===== src/rtl/shared_tlb_ctrl_if.sv =====
// Bundle of requester, TLB, PTW and SFENCE signals around the shared TLB sequencer.
// The master modport is the sequencer's view; the slave modport is its environment.
interface shared_tlb_ctrl_if #(
  parameter int unsigned ASID_WIDTH = 1,
  parameter int unsigned VLEN       = 39
);
  typedef struct packed {
    logic                  valid;
    logic                  is_2M;
    logic                  is_1G;
    logic [VLEN-13:0]      vpn;
    logic [ASID_WIDTH-1:0] asid;
    logic [63:0]           content;
  } tlb_update_t;

  logic [1:0]                 req_i;
  logic [1:0][VLEN-1:0]       vaddr_i;
  logic [ASID_WIDTH-1:0]      asid_i;
  logic [1:0]                 ack_o;
  logic [63:0]                content_o;
  logic                       is_2M_o;
  logic                       is_1G_o;
  logic                       err_o;

  logic                       tlb_access_o;
  logic [VLEN-1:0]            tlb_vaddr_o;
  logic [ASID_WIDTH-1:0]      tlb_asid_o;
  logic                       tlb_hit_i;
  logic [63:0]                tlb_content_i;
  logic                       tlb_is_2M_i;
  logic                       tlb_is_1G_i;
  tlb_update_t                tlb_update_o;
  logic                       tlb_flush_o;
  logic [ASID_WIDTH-1:0]      tlb_flush_asid_o;
  logic [VLEN-1:0]            tlb_flush_vaddr_o;

  logic                       flush_i;
  logic [ASID_WIDTH-1:0]      flush_asid_i;
  logic [VLEN-1:0]            flush_vaddr_i;
  logic                       flush_ack_o;

  logic                       ptw_req_o;
  logic [VLEN-1:0]            ptw_vaddr_o;
  logic [ASID_WIDTH-1:0]      ptw_asid_o;
  logic                       ptw_valid_i;
  logic                       ptw_err_i;
  logic [63:0]                ptw_pte_i;
  logic                       ptw_is_2M_i;
  logic                       ptw_is_1G_i;

  modport master (
    input  req_i, vaddr_i, asid_i,
    output ack_o, content_o, is_2M_o, is_1G_o, err_o,
    output tlb_access_o, tlb_vaddr_o, tlb_asid_o,
    input  tlb_hit_i, tlb_content_i, tlb_is_2M_i, tlb_is_1G_i,
    output tlb_update_o, tlb_flush_o, tlb_flush_asid_o, tlb_flush_vaddr_o,
    input  flush_i, flush_asid_i, flush_vaddr_i,
    output flush_ack_o,
    output ptw_req_o, ptw_vaddr_o, ptw_asid_o,
    input  ptw_valid_i, ptw_err_i, ptw_pte_i, ptw_is_2M_i, ptw_is_1G_i
  );

  modport slave (
    output req_i, vaddr_i, asid_i,
    input  ack_o, content_o, is_2M_o, is_1G_o, err_o,
    input  tlb_access_o, tlb_vaddr_o, tlb_asid_o,
    output tlb_hit_i, tlb_content_i, tlb_is_2M_i, tlb_is_1G_i,
    input  tlb_update_o, tlb_flush_o, tlb_flush_asid_o, tlb_flush_vaddr_o,
    output flush_i, flush_asid_i, flush_vaddr_i,
    input  flush_ack_o,
    input  ptw_req_o, ptw_vaddr_o, ptw_asid_o,
    output ptw_valid_i, ptw_err_i, ptw_pte_i, ptw_is_2M_i, ptw_is_1G_i
  );
endinterface


===== src/rtl/shared_tlb_ctrl.sv =====
// Shares one SV39 TLB between fetch (port 0) and LSU (port 1): round-robin lookups,
// PTW refill on miss, and SFENCE.VMA flushes serialised behind any in-flight walk.
module shared_tlb_ctrl #(
  parameter int unsigned ASID_WIDTH = 1,
  parameter int unsigned VLEN       = 39
) (
  input  logic                    clk_i,
  input  logic                    rst_ni,
  shared_tlb_ctrl_if.master       bus
);
  localparam int unsigned VPN_W = VLEN - 12;

  typedef enum logic [1:0] {IDLE, WALK, RESP, FLUSH} state_e;

  state_e                state_q, state_d;
  logic                  rr_q, rr_d;
  logic                  owner_q, owner_d;
  logic [VLEN-1:0]       walk_vaddr_q, walk_vaddr_d;
  logic [ASID_WIDTH-1:0] walk_asid_q, walk_asid_d;
  logic [1:0]            ack_q, ack_d;
  logic [63:0]           content_q, content_d;
  logic                  is_2M_q, is_2M_d;
  logic                  is_1G_q, is_1G_d;
  logic                  err_q, err_d;
  logic                  upd_valid_q, upd_valid_d;
  logic                  upd_2M_q, upd_2M_d;
  logic                  upd_1G_q, upd_1G_d;
  logic [VPN_W-1:0]      upd_vpn_q, upd_vpn_d;
  logic [ASID_WIDTH-1:0] upd_asid_q, upd_asid_d;
  logic [63:0]           upd_content_q, upd_content_d;
  logic                  tlb_flush_q, tlb_flush_d;
  logic                  flush_ack_q, flush_ack_d;
  logic                  ptw_req_q, ptw_req_d;
  logic                  flush_pend_q, flush_pend_d;
  logic [ASID_WIDTH-1:0] flush_asid_q, flush_asid_d;
  logic [VLEN-1:0]       flush_vaddr_q, flush_vaddr_d;

  logic [1:0]            elig;
  logic                  grant;
  logic                  gnt_idx;

  always_comb begin
    state_d       = state_q;
    rr_d          = rr_q;
    owner_d       = owner_q;
    walk_vaddr_d  = walk_vaddr_q;
    walk_asid_d   = walk_asid_q;
    ack_d         = '0;
    content_d     = content_q;
    is_2M_d       = is_2M_q;
    is_1G_d       = is_1G_q;
    err_d         = err_q;
    upd_valid_d   = 1'b0;
    upd_2M_d      = upd_2M_q;
    upd_1G_d      = upd_1G_q;
    upd_vpn_d     = upd_vpn_q;
    upd_asid_d    = upd_asid_q;
    upd_content_d = upd_content_q;
    ptw_req_d     = 1'b0;
    flush_pend_d  = flush_pend_q;
    flush_asid_d  = flush_asid_q;
    flush_vaddr_d = flush_vaddr_q;
    grant         = 1'b0;
    // A requester whose ack is on the wire this cycle must not be granted again.
    elig          = bus.req_i & ~ack_q;
    gnt_idx       = elig[rr_q] ? rr_q : ~rr_q;

    unique case (state_q)
      IDLE: begin
        if (bus.flush_i || flush_pend_q) begin
          state_d = FLUSH;
        end else if ((|elig) && rst_ni) begin
          grant = 1'b1;
          rr_d  = ~gnt_idx;
          if (bus.tlb_hit_i) begin
            ack_d[gnt_idx] = 1'b1;
            content_d      = bus.tlb_content_i;
            is_2M_d        = bus.tlb_is_2M_i;
            is_1G_d        = bus.tlb_is_1G_i;
            err_d          = 1'b0;
          end else begin
            owner_d      = gnt_idx;
            walk_vaddr_d = bus.vaddr_i[gnt_idx];
            walk_asid_d  = bus.asid_i;
            ptw_req_d    = 1'b1;
            state_d      = WALK;
          end
        end
      end
      WALK: begin
        if (bus.ptw_valid_i) begin
          ack_d[owner_q] = 1'b1;
          content_d      = bus.ptw_pte_i;
          is_2M_d        = bus.ptw_is_2M_i;
          is_1G_d        = bus.ptw_is_1G_i;
          err_d          = bus.ptw_err_i;
          // A flush arriving with the result also counts as pending: never refill stale state.
          upd_valid_d    = !bus.ptw_err_i && !flush_pend_q && !bus.flush_i;
          upd_2M_d       = bus.ptw_is_2M_i;
          upd_1G_d       = bus.ptw_is_1G_i;
          upd_vpn_d      = walk_vaddr_q[VLEN-1:12];
          upd_asid_d     = walk_asid_q;
          upd_content_d  = bus.ptw_pte_i;
          state_d        = RESP;
        end
      end
      RESP: state_d = flush_pend_q ? FLUSH : IDLE;
      FLUSH: begin
        flush_pend_d = 1'b0;
        state_d      = IDLE;
      end
      default: state_d = IDLE;
    endcase

    if (bus.flush_i) begin
      flush_pend_d  = 1'b1;
      flush_asid_d  = bus.flush_asid_i;
      flush_vaddr_d = bus.flush_vaddr_i;
    end

    tlb_flush_d = (state_d == FLUSH);
    flush_ack_d = (state_d == FLUSH);
  end

  always_ff @(posedge clk_i or negedge rst_ni) begin
    if (!rst_ni) begin
      state_q       <= IDLE;
      rr_q          <= 1'b0;
      owner_q       <= 1'b0;
      walk_vaddr_q  <= '0;
      walk_asid_q   <= '0;
      ack_q         <= '0;
      content_q     <= '0;
      is_2M_q       <= 1'b0;
      is_1G_q       <= 1'b0;
      err_q         <= 1'b0;
      upd_valid_q   <= 1'b0;
      upd_2M_q      <= 1'b0;
      upd_1G_q      <= 1'b0;
      upd_vpn_q     <= '0;
      upd_asid_q    <= '0;
      upd_content_q <= '0;
      tlb_flush_q   <= 1'b0;
      flush_ack_q   <= 1'b0;
      ptw_req_q     <= 1'b0;
      flush_pend_q  <= 1'b0;
      flush_asid_q  <= '0;
      flush_vaddr_q <= '0;
    end else begin
      state_q       <= state_d;
      rr_q          <= rr_d;
      owner_q       <= owner_d;
      walk_vaddr_q  <= walk_vaddr_d;
      walk_asid_q   <= walk_asid_d;
      ack_q         <= ack_d;
      content_q     <= content_d;
      is_2M_q       <= is_2M_d;
      is_1G_q       <= is_1G_d;
      err_q         <= err_d;
      upd_valid_q   <= upd_valid_d;
      upd_2M_q      <= upd_2M_d;
      upd_1G_q      <= upd_1G_d;
      upd_vpn_q     <= upd_vpn_d;
      upd_asid_q    <= upd_asid_d;
      upd_content_q <= upd_content_d;
      tlb_flush_q   <= tlb_flush_d;
      flush_ack_q   <= flush_ack_d;
      ptw_req_q     <= ptw_req_d;
      flush_pend_q  <= flush_pend_d;
      flush_asid_q  <= flush_asid_d;
      flush_vaddr_q <= flush_vaddr_d;
    end
  end

  assign bus.ack_o             = ack_q;
  assign bus.content_o         = content_q;
  assign bus.is_2M_o           = is_2M_q;
  assign bus.is_1G_o           = is_1G_q;
  assign bus.err_o             = err_q;
  assign bus.tlb_access_o      = grant;
  assign bus.tlb_vaddr_o       = grant ? bus.vaddr_i[gnt_idx] : '0;
  assign bus.tlb_asid_o        = grant ? bus.asid_i : '0;
  assign bus.tlb_update_o      = {upd_valid_q, upd_2M_q, upd_1G_q, upd_vpn_q, upd_asid_q, upd_content_q};
  assign bus.tlb_flush_o       = tlb_flush_q;
  assign bus.tlb_flush_asid_o  = flush_asid_q;
  assign bus.tlb_flush_vaddr_o = flush_vaddr_q;
  assign bus.flush_ack_o       = flush_ack_q;
  assign bus.ptw_req_o         = ptw_req_q;
  assign bus.ptw_vaddr_o       = walk_vaddr_q;
  assign bus.ptw_asid_o        = walk_asid_q;
endmodule


===== src/flat_wrapper.sv =====
// flat-port wrapper written by rule: the top's interface ports become plain ports
module shared_tlb_ctrl_flat 
#(
  parameter int unsigned ASID_WIDTH = 1,
  parameter int unsigned VLEN       = 39
)
  (clk_i, rst_ni, bus_req_i, bus_vaddr_i, bus_asid_i, bus_ack_o, bus_content_o, bus_is_2M_o, bus_is_1G_o, bus_err_o, bus_tlb_access_o, bus_tlb_vaddr_o, bus_tlb_asid_o, bus_tlb_hit_i, bus_tlb_content_i, bus_tlb_is_2M_i, bus_tlb_is_1G_i, bus_tlb_update_o, bus_tlb_flush_o, bus_tlb_flush_asid_o, bus_tlb_flush_vaddr_o, bus_flush_i, bus_flush_asid_i, bus_flush_vaddr_i, bus_flush_ack_o, bus_ptw_req_o, bus_ptw_vaddr_o, bus_ptw_asid_o, bus_ptw_valid_i, bus_ptw_err_i, bus_ptw_pte_i, bus_ptw_is_2M_i, bus_ptw_is_1G_i);
  shared_tlb_ctrl_if #(.ASID_WIDTH(ASID_WIDTH), .VLEN(VLEN)) bus_i ();
  input  logic clk_i;
  input  logic rst_ni;
  input wire logic [$bits(bus_i.req_i)-1:0] bus_req_i;
  input wire logic [$bits(bus_i.vaddr_i)-1:0] bus_vaddr_i;
  input wire logic [$bits(bus_i.asid_i)-1:0] bus_asid_i;
  output wire logic [$bits(bus_i.ack_o)-1:0] bus_ack_o;
  output wire logic [$bits(bus_i.content_o)-1:0] bus_content_o;
  output wire logic [$bits(bus_i.is_2M_o)-1:0] bus_is_2M_o;
  output wire logic [$bits(bus_i.is_1G_o)-1:0] bus_is_1G_o;
  output wire logic [$bits(bus_i.err_o)-1:0] bus_err_o;
  output wire logic [$bits(bus_i.tlb_access_o)-1:0] bus_tlb_access_o;
  output wire logic [$bits(bus_i.tlb_vaddr_o)-1:0] bus_tlb_vaddr_o;
  output wire logic [$bits(bus_i.tlb_asid_o)-1:0] bus_tlb_asid_o;
  input wire logic [$bits(bus_i.tlb_hit_i)-1:0] bus_tlb_hit_i;
  input wire logic [$bits(bus_i.tlb_content_i)-1:0] bus_tlb_content_i;
  input wire logic [$bits(bus_i.tlb_is_2M_i)-1:0] bus_tlb_is_2M_i;
  input wire logic [$bits(bus_i.tlb_is_1G_i)-1:0] bus_tlb_is_1G_i;
  output wire logic [$bits(bus_i.tlb_update_o)-1:0] bus_tlb_update_o;
  output wire logic [$bits(bus_i.tlb_flush_o)-1:0] bus_tlb_flush_o;
  output wire logic [$bits(bus_i.tlb_flush_asid_o)-1:0] bus_tlb_flush_asid_o;
  output wire logic [$bits(bus_i.tlb_flush_vaddr_o)-1:0] bus_tlb_flush_vaddr_o;
  input wire logic [$bits(bus_i.flush_i)-1:0] bus_flush_i;
  input wire logic [$bits(bus_i.flush_asid_i)-1:0] bus_flush_asid_i;
  input wire logic [$bits(bus_i.flush_vaddr_i)-1:0] bus_flush_vaddr_i;
  output wire logic [$bits(bus_i.flush_ack_o)-1:0] bus_flush_ack_o;
  output wire logic [$bits(bus_i.ptw_req_o)-1:0] bus_ptw_req_o;
  output wire logic [$bits(bus_i.ptw_vaddr_o)-1:0] bus_ptw_vaddr_o;
  output wire logic [$bits(bus_i.ptw_asid_o)-1:0] bus_ptw_asid_o;
  input wire logic [$bits(bus_i.ptw_valid_i)-1:0] bus_ptw_valid_i;
  input wire logic [$bits(bus_i.ptw_err_i)-1:0] bus_ptw_err_i;
  input wire logic [$bits(bus_i.ptw_pte_i)-1:0] bus_ptw_pte_i;
  input wire logic [$bits(bus_i.ptw_is_2M_i)-1:0] bus_ptw_is_2M_i;
  input wire logic [$bits(bus_i.ptw_is_1G_i)-1:0] bus_ptw_is_1G_i;
  assign bus_i.req_i = bus_req_i;
  assign bus_i.vaddr_i = bus_vaddr_i;
  assign bus_i.asid_i = bus_asid_i;
  assign bus_ack_o = bus_i.ack_o;
  assign bus_content_o = bus_i.content_o;
  assign bus_is_2M_o = bus_i.is_2M_o;
  assign bus_is_1G_o = bus_i.is_1G_o;
  assign bus_err_o = bus_i.err_o;
  assign bus_tlb_access_o = bus_i.tlb_access_o;
  assign bus_tlb_vaddr_o = bus_i.tlb_vaddr_o;
  assign bus_tlb_asid_o = bus_i.tlb_asid_o;
  assign bus_i.tlb_hit_i = bus_tlb_hit_i;
  assign bus_i.tlb_content_i = bus_tlb_content_i;
  assign bus_i.tlb_is_2M_i = bus_tlb_is_2M_i;
  assign bus_i.tlb_is_1G_i = bus_tlb_is_1G_i;
  assign bus_tlb_update_o = bus_i.tlb_update_o;
  assign bus_tlb_flush_o = bus_i.tlb_flush_o;
  assign bus_tlb_flush_asid_o = bus_i.tlb_flush_asid_o;
  assign bus_tlb_flush_vaddr_o = bus_i.tlb_flush_vaddr_o;
  assign bus_i.flush_i = bus_flush_i;
  assign bus_i.flush_asid_i = bus_flush_asid_i;
  assign bus_i.flush_vaddr_i = bus_flush_vaddr_i;
  assign bus_flush_ack_o = bus_i.flush_ack_o;
  assign bus_ptw_req_o = bus_i.ptw_req_o;
  assign bus_ptw_vaddr_o = bus_i.ptw_vaddr_o;
  assign bus_ptw_asid_o = bus_i.ptw_asid_o;
  assign bus_i.ptw_valid_i = bus_ptw_valid_i;
  assign bus_i.ptw_err_i = bus_ptw_err_i;
  assign bus_i.ptw_pte_i = bus_ptw_pte_i;
  assign bus_i.ptw_is_2M_i = bus_ptw_is_2M_i;
  assign bus_i.ptw_is_1G_i = bus_ptw_is_1G_i;
  shared_tlb_ctrl #(.ASID_WIDTH(ASID_WIDTH), .VLEN(VLEN)) u_core (.clk_i(clk_i), .rst_ni(rst_ni), .bus(bus_i));
endmodule

===== config.mk =====
export PLATFORM = sky130hd
export DESIGN_NAME = shared_tlb_ctrl_flat
export DESIGN_NICKNAME = d
export VERILOG_FILES = /design/src/rtl/shared_tlb_ctrl_if.sv /design/src/rtl/shared_tlb_ctrl.sv /design/src/flat_wrapper.sv
export SDC_FILE = /design/constraint.sdc
export NUM_CORES = 1
export LEC_CHECK = 0
export ABC_AREA = 1
export BUFFER_PORTS_ARGS = -buffer_cell sky130_fd_sc_hd__buf_2
export CAP_MARGIN = 5
export CORE_AREA = 2 2 215 217
export DETAILED_ROUTE_END_ITERATION = 8
export DIE_AREA = 0 0 217 219
export GPL_TIMING_DRIVEN = 0
export SKIP_CTS_REPAIR_TIMING = 1
export SLEW_MARGIN = 20
export SYNTH_ARGS = -nofsm -noshare
export SYNTH_HDL_FRONTEND = slang
export SYNTH_SLANG_ARGS = --single-unit

===== constraint.sdc =====
create_clock -name clk_i -period 4.2 [get_ports clk_i]
set_input_delay 0.84 -clock clk_i [delete_from_list [all_inputs] [get_ports clk_i]]
set_output_delay 0.84 -clock clk_i [all_outputs]
set_load 0.02 [all_outputs]

# --- After elaboration in Yosys (flattened, before gate mapping) ---
# Cells that the tools add are included.
word_totals:
  reg_bits: 251
  wordCells: 110
  in_bits: 259
classes:
  eq_ne: 8
  mux: 53
  reduce_logical: 17
  magnitude_cmp: 5
  n_bitwise: 6
ops:
  columns: ["operator", "count"]
  rows:
  - ["64-bit two-way mux", 4]
  - ["64-bit one-hot mux with 2 select lines", 1]
  - ["39-bit two-way mux", 3]
  - ["1-bit two-way mux", 29]
  - ["2-bit two-way mux", 9]
  - ["2-bit one-hot mux with 4 select lines", 1]
  - ["2-bit equality test (second input constant)", 3]
  - ["1-bit by 2-bit < comparator with 1-bit output (second input constant)", 3]
  - ["2-bit inequality test (second input constant)", 3]
  - ["1-bit one-hot mux with 2 select lines", 3]
  - ["1-bit logical AND", 5]
  - ["5-bit AND reduction", 1]
  - ["1-bit inverter", 4]
  - ["2-bit one-hot mux with 2 select lines", 1]
  - ["4-bit AND reduction", 1]
  - ["2-bit nonzero test", 2]
  - ["1-bit zero test", 3]
  - ["3-bit AND reduction", 1]
  - ["2-bit bitwise AND", 1]
  - ["1-bit demux with 1-bit select", 2]
  - ["2-bit by 1-bit equality test with 1-bit output (second input constant)", 1]
  - ["1-bit >= comparator (second input constant)", 2]
  - ["2-bit zero test", 1]
  - ["2-bit by 1-bit inequality test with 1-bit output (second input constant)", 1]
  - ["4 further kinds", 4]

# --- Longest topological paths before layout ---
# Gate-level depths: netlist of run 1.
logic_depth:
  word_depth: 13
  depth_mapped: 10
  mapped_depth_nobuf: 8

# --- Worst setup path before layout of run 1 ---
# No wires, ideal clock.
synth_path:
  kind: "input -> output"
  from: "input port bus_flush_i"
  to: "output port bus_tlb_vaddr_o[30]"
  path_stages: 7
  arrival_ps: 2202
  n_path_buf: 2
  required_ps: 3360
  slack_ps: 1158
  cell_sequence: "clkbuf_1 > nor2_2 > nand2_2 > nor2_2 > inv_1 > buf_2 > a21oi_1"
synth_between:
  elab_chain_len: 4
synth_rtl:
  columns: ["item", "line", "rtl"]
  rows:
  - ["start, declared", "flat_wrapper.sv:30", "input wire logic [$bits(bus_i.flush_i)-1:0] bus_flush_i;"]
  - ["1-bit logical OR", "shared_tlb_ctrl.sv:70", "if (bus.flush_i || flush_pend_q) begin"]
  - ["1-bit two-way mux", "shared_tlb_ctrl.sv:70", null]
  - ["1-bit two-way mux", "shared_tlb_ctrl.sv:68", "unique case (state_q)"]
  - ["named net bus_tlb_access_o", "flat_wrapper.sv:19", "output wire logic [$bits(bus_i.tlb_access_o)-1:0] bus_tlb_access_o;"]
  - ["39-bit two-way mux", "shared_tlb_ctrl.sv:181", "assign bus.tlb_vaddr_o = grant ? bus.vaddr_i[gnt_idx] : '0;"]
  - ["end, declared", "flat_wrapper.sv:20", "output wire logic [$bits(bus_i.tlb_vaddr_o)-1:0] bus_tlb_vaddr_o;"]
# The timed path passes the listed nets, and every way through them passes these cells.

# --- Worst setup path in the final report of run 1 ---
layout_path:
  from: "input port rst_ni"
  to: "output port bus_tlb_vaddr_o[16]"
layout_between:
  elab_chain_len: 5
layout_rtl:
  columns: ["item", "line", "rtl"]
  rows:
  - ["start, declared", "flat_wrapper.sv:10", "input logic rst_ni;"]
  - ["1-bit logical AND", "shared_tlb_ctrl.sv:72", "end else if ((|elig) && rst_ni) begin"]
  - ["1-bit two-way mux", "shared_tlb_ctrl.sv:72", null]
  - ["1-bit two-way mux", "shared_tlb_ctrl.sv:70", null]
  - ["1-bit two-way mux", "shared_tlb_ctrl.sv:68", null]
  - ["39-bit two-way mux", "shared_tlb_ctrl.sv:181", null]
# Every way passes these cells.

==> impl_metrics.env, run 1 <==
export IMPL_run_status="finished clean"
export IMPL_ios=547
export IMPL_synth_seq_area_share=0.561
export IMPL_root_buffer="sky130_fd_sc_hd__clkbuf_16"
export IMPL_numClockSinks=251
export IMPL_postSynthRegisterBits=251
export IMPL_design_die_area_um2=47500
export IMPL_dieHeight_um=219
export IMPL_mappedNetlistNets=1716
export IMPL_final_fill_count=4900
export IMPL_syn_mean_instance_area_um2=7.69
export IMPL_powerDensity_nw_per_um2=737
export IMPL_maximum_number_of_pins_on_one_net_before_global_route_repair=96
export IMPL_avgRoutedWirePerCell_um=17.9
export IMPL_crit_chain="buf_8 -> nand2_1 -> nor2_2 -> inv_1 -> buf_2 -> a21oi_1 -> buf_2"
export IMPL_cp_slowest_stage_delay_ps=470
export IMPL_post_synth_top_area_fraction=0.561
export IMPL_global_route_wire_length_before_repair_um=69800
export IMPL_crit_type="input pin to output port"
export IMPL_crit_slowest_cell="sky130_fd_sc_hd__buf_8"
export IMPL_final_critical_path_setup_slack_ps=568
export IMPL_globalplace_congestion=0.958
export IMPL_timing_final_hold_violations=0
export IMPL_period_share=0.865
export IMPL_route_vias_total=11700
export IMPL_drc_errors=0
export IMPL_max_slew_worst_pin_slew_ps=777
export IMPL_cell_leakage_power_uw=0.00939
export IMPL_floorplan_rows=78
export IMPL_max_freq_ghz=0.275
export IMPL_synth_cell_types=22
export IMPL_total_number_of_nets_in_the_final_design=2294
export IMPL_path_delay_family="buffers and inverters"
export IMPL_reg2reg_setup_slack_ps=2020
export IMPL_worstPathBufferInverterCount=4
export IMPL_tritoncts="done"
export IMPL_globalRoute_busiestLayer="met2"
export IMPL_final_min_clock_period_ps=3630
export IMPL_fin_skew_ps=14.0
export IMPL_critPathCaptureType="output port"
export IMPL_slew_limit_headroom=0.482
export IMPL_postLayoutCellArea_um2=15700
export IMPL_drtAntennaViolNets=0
export IMPL_flow_area_growth_from_synthesis_pct=40.0
export IMPL_grt_pass1_vias=11600
export IMPL_worst_skew_pair_late_latency_ps=560
export IMPL_setup_repair_after_global_routing_missed_its_margin="false"
export IMPL_worst_path_max_fanout=80
export IMPL_clockBufferDepth=3
export IMPL_cts_buffers=29
export IMPL_vias_per_cell=4.42
export IMPL_hold_class="input pin to asynchronous set/reset pin"
export IMPL_regArea_um2=6280
export IMPL_worst_ep_required_time_ps=3360
export IMPL_hpwl_um=37400
export IMPL_setup_tns_final_ps=0
export IMPL_critPathLaunchType="input pin"
export IMPL_port_buffer_count=545
export IMPL_cp_common_cell="sky130_fd_sc_hd__buf_2"
export IMPL_final_global_route_overflow_total=0
export IMPL_yosysTopAreaCell="sky130_fd_sc_hd__dfrtp_1"
export IMPL_placedInstanceArea_um2=14700
export IMPL_synthesis_instances=1457
export IMPL_fraction_of_met3_tracks_used_by_global_routing=0.0395
export IMPL_core_area_um2=45100
export IMPL_gr_usage_all_layers=0.192
export IMPL_synth_warnings=0
export IMPL_total_area_of_multi_input_combinational_cells_um2=4340
export IMPL_setup_violations_final=0
export IMPL_wl_um=47500
export IMPL_irDropWorstVdd_mv=0.315
export IMPL_first_iter_violations=792
export IMPL_synth_top_cells_by_area="sky130_fd_sc_hd__dfrtp_1 (56%), sky130_fd_sc_hd__nand2_1 (28%), sky130_fd_sc_hd__nand3_1 (5.1%), sky130_fd_sc_hd__o21ai_0 (2.4%), sky130_fd_sc_hd__a21oi_1 (1.7%)"
export IMPL_detailedRoute_firstPassIterationCount=5
export IMPL_total_power_uw=11600
export IMPL_h_tree_level_count=1
export IMPL_arrival_ps=2790
export IMPL_max_cap_violations=0
export IMPL_floorplan_die_width_um=217
export IMPL_final_layout_size_suffix_gt1_frac=0.315
export IMPL_syn_cell_area_um2=11200
export IMPL_dpl_worst_slack_ps=452
export IMPL_report_final_slew_viol_count=0
export IMPL_clkTransAtPathRegs_ps=60
export IMPL_antenna_found_initial=5
export IMPL_initial_core_utilization=0.248
export IMPL_grt_met2_usage=0.337
export IMPL_globalRouteMet1Util=0.233
-- layout by cell type, fill, tap and decap left out, types with 2 or more instances in the layout --
master / synthesis / final
sky130_fd_sc_hd__nand2_1: 849 / 849
sky130_fd_sc_hd__nand3_1: 115 / 115
sky130_fd_sc_hd__dfrtp_1: 251 / 251
sky130_fd_sc_hd__clkbuf_16: 0 / 29
sky130_fd_sc_hd__buf_4: 12 / 12
sky130_fd_sc_hd__o21ai_0: 53 / 53
sky130_fd_sc_hd__inv_6: 0 / 2
sky130_fd_sc_hd__buf_16: 0 / 2
sky130_fd_sc_hd__buf_2: 34 / 578
sky130_fd_sc_hd__clkbuf_1: 47 / 51
sky130_fd_sc_hd__inv_1: 36 / 36
sky130_fd_sc_hd__bufinv_16: 0 / 2
sky130_fd_sc_hd__clkbuf_8: 0 / 6
sky130_fd_sc_hd__nor2_1: 7 / 7
sky130_fd_sc_hd__clkinv_2: 0 / 6
sky130_fd_sc_hd__a21oi_1: 39 / 39
sky130_fd_sc_hd__nor2_2: 3 / 3
-- layer usage --
metal	vias to the layer above	wire, µm
met5	-	27
met4	4	1490
met3	79	3430
met2	478	23200
met1	5506	19400
li1	5669	-
-- area by class of cell --
cell class,instances,area share
tap,600,0.0479
sequential,251,0.401
multi-input combinational,1074,0.277
clock buffer,39,0.0525
clock inverter,10,0.00686
timing repair buffer,547,0.178
inverter,38,0.00910
antenna,1,0.000160
buffer,94,0.0281
-- state kept, by name, summed over array words and instances, names as in the netlist, 2 cells and up --
signal / count
u_core.bus.ptw_vaddr_o: 39
u_core.upd_content_q: 64
u_core.state_q: 2
u_core.bus.content_o: 64
u_core.bus.tlb_flush_vaddr_o: 39
u_core.upd_vpn_q: 27
u_core.bus.ack_o: 2
-- metrics by stage --
step,util,instances,hold WS [ps]
2_1_floorplan,-,1457,450
3_3_place_gp,0.326,2602,450
3_5_place_dp,0.327,2604,453
4_1_cts,0.348,2653,266
5_1_grt,0.348,2654,299
6_report,0.348,2654,273
-- Yosys cell counts --
library cell / number
sky130_fd_sc_hd__buf_2: 34
sky130_fd_sc_hd__nor3_1: 1
sky130_fd_sc_hd__buf_4: 12
sky130_fd_sc_hd__buf_1: 1
sky130_fd_sc_hd__inv_2: 1
sky130_fd_sc_hd__nand3_2: 1
sky130_fd_sc_hd__nand2_2: 1
sky130_fd_sc_hd__nand2_1: 849
sky130_fd_sc_hd__o21ai_0: 53
sky130_fd_sc_hd__nand3_1: 115
sky130_fd_sc_hd__a21oi_1: 39
sky130_fd_sc_hd__a31oi_1: 1
sky130_fd_sc_hd__nor2_2: 3
sky130_fd_sc_hd__clkbuf_1: 47
sky130_fd_sc_hd__inv_1: 36
sky130_fd_sc_hd__dfrtp_1: 251
sky130_fd_sc_hd__or2_2: 1
sky130_fd_sc_hd__nor2_1: 7
sky130_fd_sc_hd__nand4_1: 1
sky130_fd_sc_hd__nor2_4: 1
sky130_fd_sc_hd__a21oi_4: 1
sky130_fd_sc_hd__clkinv_1: 1
-- path summary, 6_finish.rpt --
check | start | to | depth (start not counted)
hold / removal | rst_ni | u_core.bus.content_o[50] | 1
setup reg to reg | u_core.state_q[1] | u_core.bus.content_o[55] | 8
hold reg to reg | u_core.bus.content_o[20] | u_core.bus.content_o[20] | 2
max in group asynchronous | rst_ni | u_core.upd_vpn_q[6] | 2
setup / recovery | rst_ni | bus_tlb_vaddr_o[16] | 7
min in group clk_i | u_core.bus.content_o[20] | u_core.bus.content_o[20] | 2
-- cells by family after synthesis --
| kind of cell | count (synthesis) | share of synthesized area |
|---|---|---|
| compound gates | 94 | 0.0431 |
| buf+inv | 132 | 0.0521 |
| flops | 251 | 0.561 |
| simple gates | 980 | 0.344 |
-- report_power, final --
part	switching (µW)	internal, µW	leakage, µW
Sequential	562	3330	0.00321
Combinational	3630	1520	0.00572
Clock	1040	1480	0.000466
(Power assumes the default switching activity.)
==> inputs of run 2 (changes only) <==
GPL_TIMING_DRIVEN = unset   (was 0)
==> run 2 against run 1 <==
- first-iteration DRC count up 15%
- core utilization down 0.45 points
- total power down 0.33%
- fmax up 3.3%
- register-to-register slack worse by 440 ps
- worst hold slack better by 190 ps
- cell area down 1.3%
- clock skew about the same
- global-route usage down 1.2 points
- largest power group unchanged
- highest routed layer unchanged
==> impl_metrics.env, run 2 (synthesis gave the netlist of run 1 again) <==
export IMPL_run_status="finished clean"
export IMPL_antenna_found_initial=5
export IMPL_numClockSinks=251
export IMPL_dpl_worst_slack_ps=722
export IMPL_period_share=0.837
export IMPL_setup_tns_final_ps=0
export IMPL_detailedRoute_firstPassIterationCount=5
export IMPL_cell_leakage_power_uw=0.00928
export IMPL_fin_skew_ps=13.5
export IMPL_most_common_cell_after_layout_fill_and_taps_aside="sky130_fd_sc_hd__nand2_1"
export IMPL_initial_core_utilization=0.248
export IMPL_clockBufferDepth=3
export IMPL_critPathCaptureType="output port"
export IMPL_final_global_route_overflow_total=0
export IMPL_hpwl_um=32600
export IMPL_vias_per_cell=4.44
export IMPL_first_iter_violations=909
export IMPL_floorplan_rows=78
export IMPL_grt_pass1_vias=11200
export IMPL_route_vias_total=11500
export IMPL_gr_usage_all_layers=0.179
export IMPL_slew_limit_headroom=0.308
export IMPL_tritoncts="done"
export IMPL_max_slew_worst_pin_slew_ps=1040
export IMPL_path_delay_family="buffers and inverters"
export IMPL_cts_buffers=29
export IMPL_avgRoutedWirePerCell_um=17.3
export IMPL_global_route_wire_length_before_repair_um=65900
export IMPL_core_area_um2=45100
export IMPL_worstPathBufferInverterCount=4
export IMPL_crit_chain="inv_1 -> nand2_1 -> nand2_1 -> nand2_1 -> nor2_2 -> inv_1 -> buf_4 -> a21oi_1 -> buf_2"
export IMPL_flow_area_growth_from_synthesis_pct=38.2
export IMPL_root_buffer="sky130_fd_sc_hd__clkbuf_16"
export IMPL_setup_repair_after_global_routing_missed_its_margin="false"
export IMPL_clkTransAtPathRegs_ps=60
export IMPL_total_number_of_nets_in_the_final_design=2219
export IMPL_worst_path_max_fanout=24
export IMPL_wl_um=44700
export IMPL_ios=547
export IMPL_critPathLaunchType="register"
export IMPL_final_min_clock_period_ps=3520
export IMPL_globalplace_congestion=0.930
export IMPL_final_layout_size_suffix_gt1_frac=0.316
export IMPL_powerDensity_nw_per_um2=745
export IMPL_worst_ep_required_time_ps=3360
export IMPL_hold_class="register to register"
export IMPL_h_tree_level_count=1
export IMPL_drtAntennaViolNets=0
export IMPL_setup_violations_final=0
export IMPL_report_final_slew_viol_count=0
export IMPL_reg2reg_setup_slack_ps=1580
export IMPL_drc_errors=0
export IMPL_max_cap_violations=0
export IMPL_design_die_area_um2=47500
export IMPL_timing_final_hold_violations=0
export IMPL_irDropWorstVdd_mv=0.364
export IMPL_most_common_layout_cells="sky130_fd_sc_hd__nand2_1 (846), sky130_fd_sc_hd__buf_2 (545), sky130_fd_sc_hd__dfrtp_1 (250)"
export IMPL_cp_common_cell="sky130_fd_sc_hd__nand2_1"
export IMPL_maximum_number_of_pins_on_one_net_before_global_route_repair=138
export IMPL_crit_type="register to output port"
export IMPL_final_critical_path_setup_slack_ps=684
export IMPL_crit_slowest_cell="sky130_fd_sc_hd__inv_1"
export IMPL_arrival_ps=2680
export IMPL_cp_slowest_stage_delay_ps=430
export IMPL_dieHeight_um=219
export IMPL_floorplan_die_width_um=217
export IMPL_port_buffer_count=546
export IMPL_total_power_uw=11500
export IMPL_worst_skew_pair_late_latency_ps=550
export IMPL_max_freq_ghz=0.284
-- run 2: changes by cell type in the layout (fill, tap and decap cells not counted), sizes merged --
cell    before  now
buf        594  566
bufinv       2    4
clkbuf      86   40
clkinv       7    5
diode        1    3
-- run 2: layout make-up --
class	count	area, µm²
Sequential cell	251	6280
Inverter	38	143
Multi-Input combinational cell	1074	4360
Clock buffer	40	827
Clock inverter	10	161
Fill cell	4883	29600
Antenna cell	3	7.51
Timing Repair Buffer	566	2940
Tap cell	600	751
-- run 2: per-stage QoR --
step                       util  std cells  area [µm²]  hold WS (ps)
final                     0.343       2582       15500           463
after floorplan               -       1457       11200           450
after CTS                 0.343       2579       15500           459
after global routing      0.343       2579       15500           477
after global placement    0.321       2529       14500           449
after detailed placement  0.321       2529       14500           453
-- run 2: routing by layer --
metal	GRT usage	part of all wire	vias up
met4	0.0655	0.035	4
li1	-	-	5521
met2	0.317	0.49	485
met1	0.215	0.40	5390
met3	0.0374	0.074	75
met5	0	0.00049	-
-- run 2: worst reg2reg max path, delay by kind of cell, from the launching register on --
family                 cells  cell delay, ps
flip-flops                 1             430
AND/OR/NAND/NOR            5            1010
buffers and inverters      2            1040
AO/OA/AOI/OAI              1              80
-- run 2: where the power goes --
| part | switching (µW) | leakage, µW | internal [µW] |
|---|---|---|---|
| clock network | 1020 | 0.000487 | 1610 |
| logic | 3570 | 0.00559 | 1440 |
| registers | 551 | 0.00321 | 3330 |
-- run 2: path summary, 6_finish.rpt --
kind / cells past startpoint / start / to
setup / recovery: 9 / u_core.bus.ack_o[0] / bus_tlb_vaddr_o[31]
hold / removal: 2 / u_core.bus.content_o[23] / u_core.bus.content_o[23]
setup reg to reg: 8 / u_core.state_q[1] / u_core.bus.content_o[14]
hold reg to reg: 2 / u_core.bus.content_o[23] / u_core.bus.content_o[23]
max in group asynchronous: 3 / rst_ni / u_core.bus.ptw_vaddr_o[20]
min in group asynchronous: 2 / rst_ni / u_core.upd_asid_q
==> inputs of run 3 (changes only) <==
clock period = 3.2 ns   (was 4.2 ns; I/O delays follow)
==> run 3 against run 2 <==
- non-clock buffer count is 8 higher
- global-route usage is 0.072 points lower
- cell area is 0.40% higher
- core utilization is 0.14 points higher
- worst hold slack worse by 330 ps
- flip-flop and latch count stayed put
- sequential share of layout area is 0.16 points lower
- clock skew is 18 ps higher
- total power is 31% higher
- final cell count is 0.50% higher
==> impl_metrics.env, run 3 (synthesis gave the netlist of run 1 again) <==
export IMPL_worst_path_max_fanout=27
export IMPL_wl_um=44500
export IMPL_most_common_layout_cells="sky130_fd_sc_hd__nand2_1 (846), sky130_fd_sc_hd__buf_2 (545), sky130_fd_sc_hd__dfrtp_1 (250)"
export IMPL_final_layout_size_suffix_gt1_frac=0.319
export IMPL_crit_type="register to output port"
export IMPL_worst_ep_required_time_ps=2560
export IMPL_antenna_found_initial=4
export IMPL_total_power_uw=15100
export IMPL_powerDensity_nw_per_um2=974
export IMPL_cell_leakage_power_uw=0.00932
export IMPL_fin_skew_ps=31.2
export IMPL_run_status="finished clean"
export IMPL_arrival_ps=2280
export IMPL_setup_tns_final_ps=0
export IMPL_core_area_um2=45100
export IMPL_max_slew_worst_pin_slew_ps=995
export IMPL_initial_core_utilization=0.248
export IMPL_critPathLaunchType="register"
export IMPL_globalplace_congestion=0.930
export IMPL_timing_final_hold_violations=0
export IMPL_fin_worst_hold_slack_ps=136
export IMPL_drc_errors=0
export IMPL_setup_repair_after_global_routing_missed_its_margin="false"
export IMPL_gr_usage_all_layers=0.179
export IMPL_cts_buffers=29
export IMPL_port_buffer_count=546
export IMPL_critPathCaptureType="output port"
export IMPL_hold_class="input pin to asynchronous set/reset pin"
export IMPL_irDropWorstVdd_mv=0.436
export IMPL_final_min_clock_period_ps=2920
export IMPL_most_common_cell_after_layout_fill_and_taps_aside="sky130_fd_sc_hd__nand2_1"
export IMPL_ios=547
export IMPL_max_cap_violations=0
export IMPL_grt_pass1_vias=11200
export IMPL_total_number_of_nets_in_the_final_design=2227
export IMPL_first_iter_violations=923
export IMPL_clkTransAtPathRegs_ps=60
export IMPL_floorplan_rows=78
export IMPL_flow_area_growth_from_synthesis_pct=38.7
export IMPL_slew_limit_headroom=0.337
export IMPL_dieHeight_um=219
export IMPL_detailedRoute_firstPassIterationCount=5
export IMPL_maximum_number_of_pins_on_one_net_before_global_route_repair=133
export IMPL_setup_violations_final=0
export IMPL_hpwl_um=32900
export IMPL_avgRoutedWirePerCell_um=17.1
export IMPL_max_freq_ghz=0.342
export IMPL_tritoncts="done"
export IMPL_global_route_wire_length_before_repair_um=65800
export IMPL_period_share=0.913
export IMPL_vias_per_cell=4.39
export IMPL_report_final_slew_viol_count=0
export IMPL_worst_skew_pair_late_latency_ps=580
export IMPL_clockBufferDepth=3
export IMPL_design_die_area_um2=47500
export IMPL_route_vias_total=11400
export IMPL_drtAntennaViolNets=0
export IMPL_h_tree_level_count=1
export IMPL_final_global_route_overflow_total=0
export IMPL_root_buffer="sky130_fd_sc_hd__clkbuf_16"
export IMPL_floorplan_die_width_um=217
export IMPL_numClockSinks=251
[run 3: cell types whose count changed in the layout (fill, tap and decap cells not counted)]
cell	delta
sky130_fd_sc_hd__buf_4	+9
sky130_fd_sc_hd__clkbuf_8	+4
sky130_fd_sc_hd__bufinv_16	-2
sky130_fd_sc_hd__buf_12	-1
sky130_fd_sc_hd__clkbuf_1	+1
sky130_fd_sc_hd__clkinv_2	+1
sky130_fd_sc_hd__clkinv_4	-1
sky130_fd_sc_hd__diode_2	+1
sky130_fd_sc_hd__inv_8	+1
sky130_fd_sc_hd__nor2_2	-1
sky130_fd_sc_hd__nor2_4	+1
[run 3: through the flow]
step | instances | worst slack, ps | area (µm²) | utilization
after floorplan | 1457 | 558 | 11200 | -
after global placement | 2537 | 501 | 14500 | 0.322
after detailed placement | 2537 | 485 | 14500 | 0.322
after CTS | 2591 | 184 | 15500 | 0.344
after global routing | 2592 | 57.9 | 15500 | 0.344
final | 2595 | 279 | 15500 | 0.345
[run 3: layout make-up]
| class | instances | area (µm²) |
|---|---|---|
| well taps | 600 | 751 |
| flip-flops and latches | 251 | 6280 |
| fillers | 4851 | 29600 |
| clock buffers | 45 | 886 |
| inverters | 38 | 143 |
| diodes | 4 | 10.0 |
| multi-input cells | 1074 | 4370 |
| repair buffers | 574 | 2990 |
| clock inverters | 9 | 109 |
[run 3: final timing paths]
check,from,endpoint,slack [ps],cells after the start
worst max-delay path,u_core.bus.ack_o[1],bus_tlb_vaddr_o[16],280,9
worst min-delay path,rst_ni,u_core.state_q[1],140,2
worst max register to register,u_core.state_q[0],u_core.bus.content_o[43],760,7
worst min register to register,u_core.bus.tlb_flush_vaddr_o[2],u_core.bus.tlb_flush_vaddr_o[2],460,2
max in group asynchronous,rst_ni,u_core.bus.content_o[11],1650,3
min in group clk_i,bus_flush_vaddr_i[37],u_core.bus.tlb_flush_vaddr_o[37],260,3
[run 3: critical path, stage by stage (launching register included)]
cell	delay, ps
sky130_fd_sc_hd__dfrtp_1	380
sky130_fd_sc_hd__inv_1	70
sky130_fd_sc_hd__nand2_1	60
sky130_fd_sc_hd__nand2_1	130
sky130_fd_sc_hd__nand2_1	130
sky130_fd_sc_hd__nor2_4	160
sky130_fd_sc_hd__inv_1	70
sky130_fd_sc_hd__buf_4	230
sky130_fd_sc_hd__a21oi_1	240
sky130_fd_sc_hd__buf_2	220
[run 3: routing by layer]
| layer | vias up | share of wire | track usage |
|---|---|---|---|
| met3 | 65 | 0.080 | 0.0470 |
| li1 | 5537 | - | - |
| met1 | 5308 | 0.40 | 0.211 |
| met5 | - | 0.00029 | 0 |
| met2 | 477 | 0.49 | 0.315 |
| met4 | 2 | 0.030 | 0.0580 |
[run 3: power breakdown]
group / leakage [µW] / switching (µW) / total [µW] / internal, µW
Combinational: 0.00562 / 4680 / 6610 / 1930
Sequential: 0.00321 / 723 / 5100 / 4380
Clock: 0.000495 / 1360 / 3420 / 2060
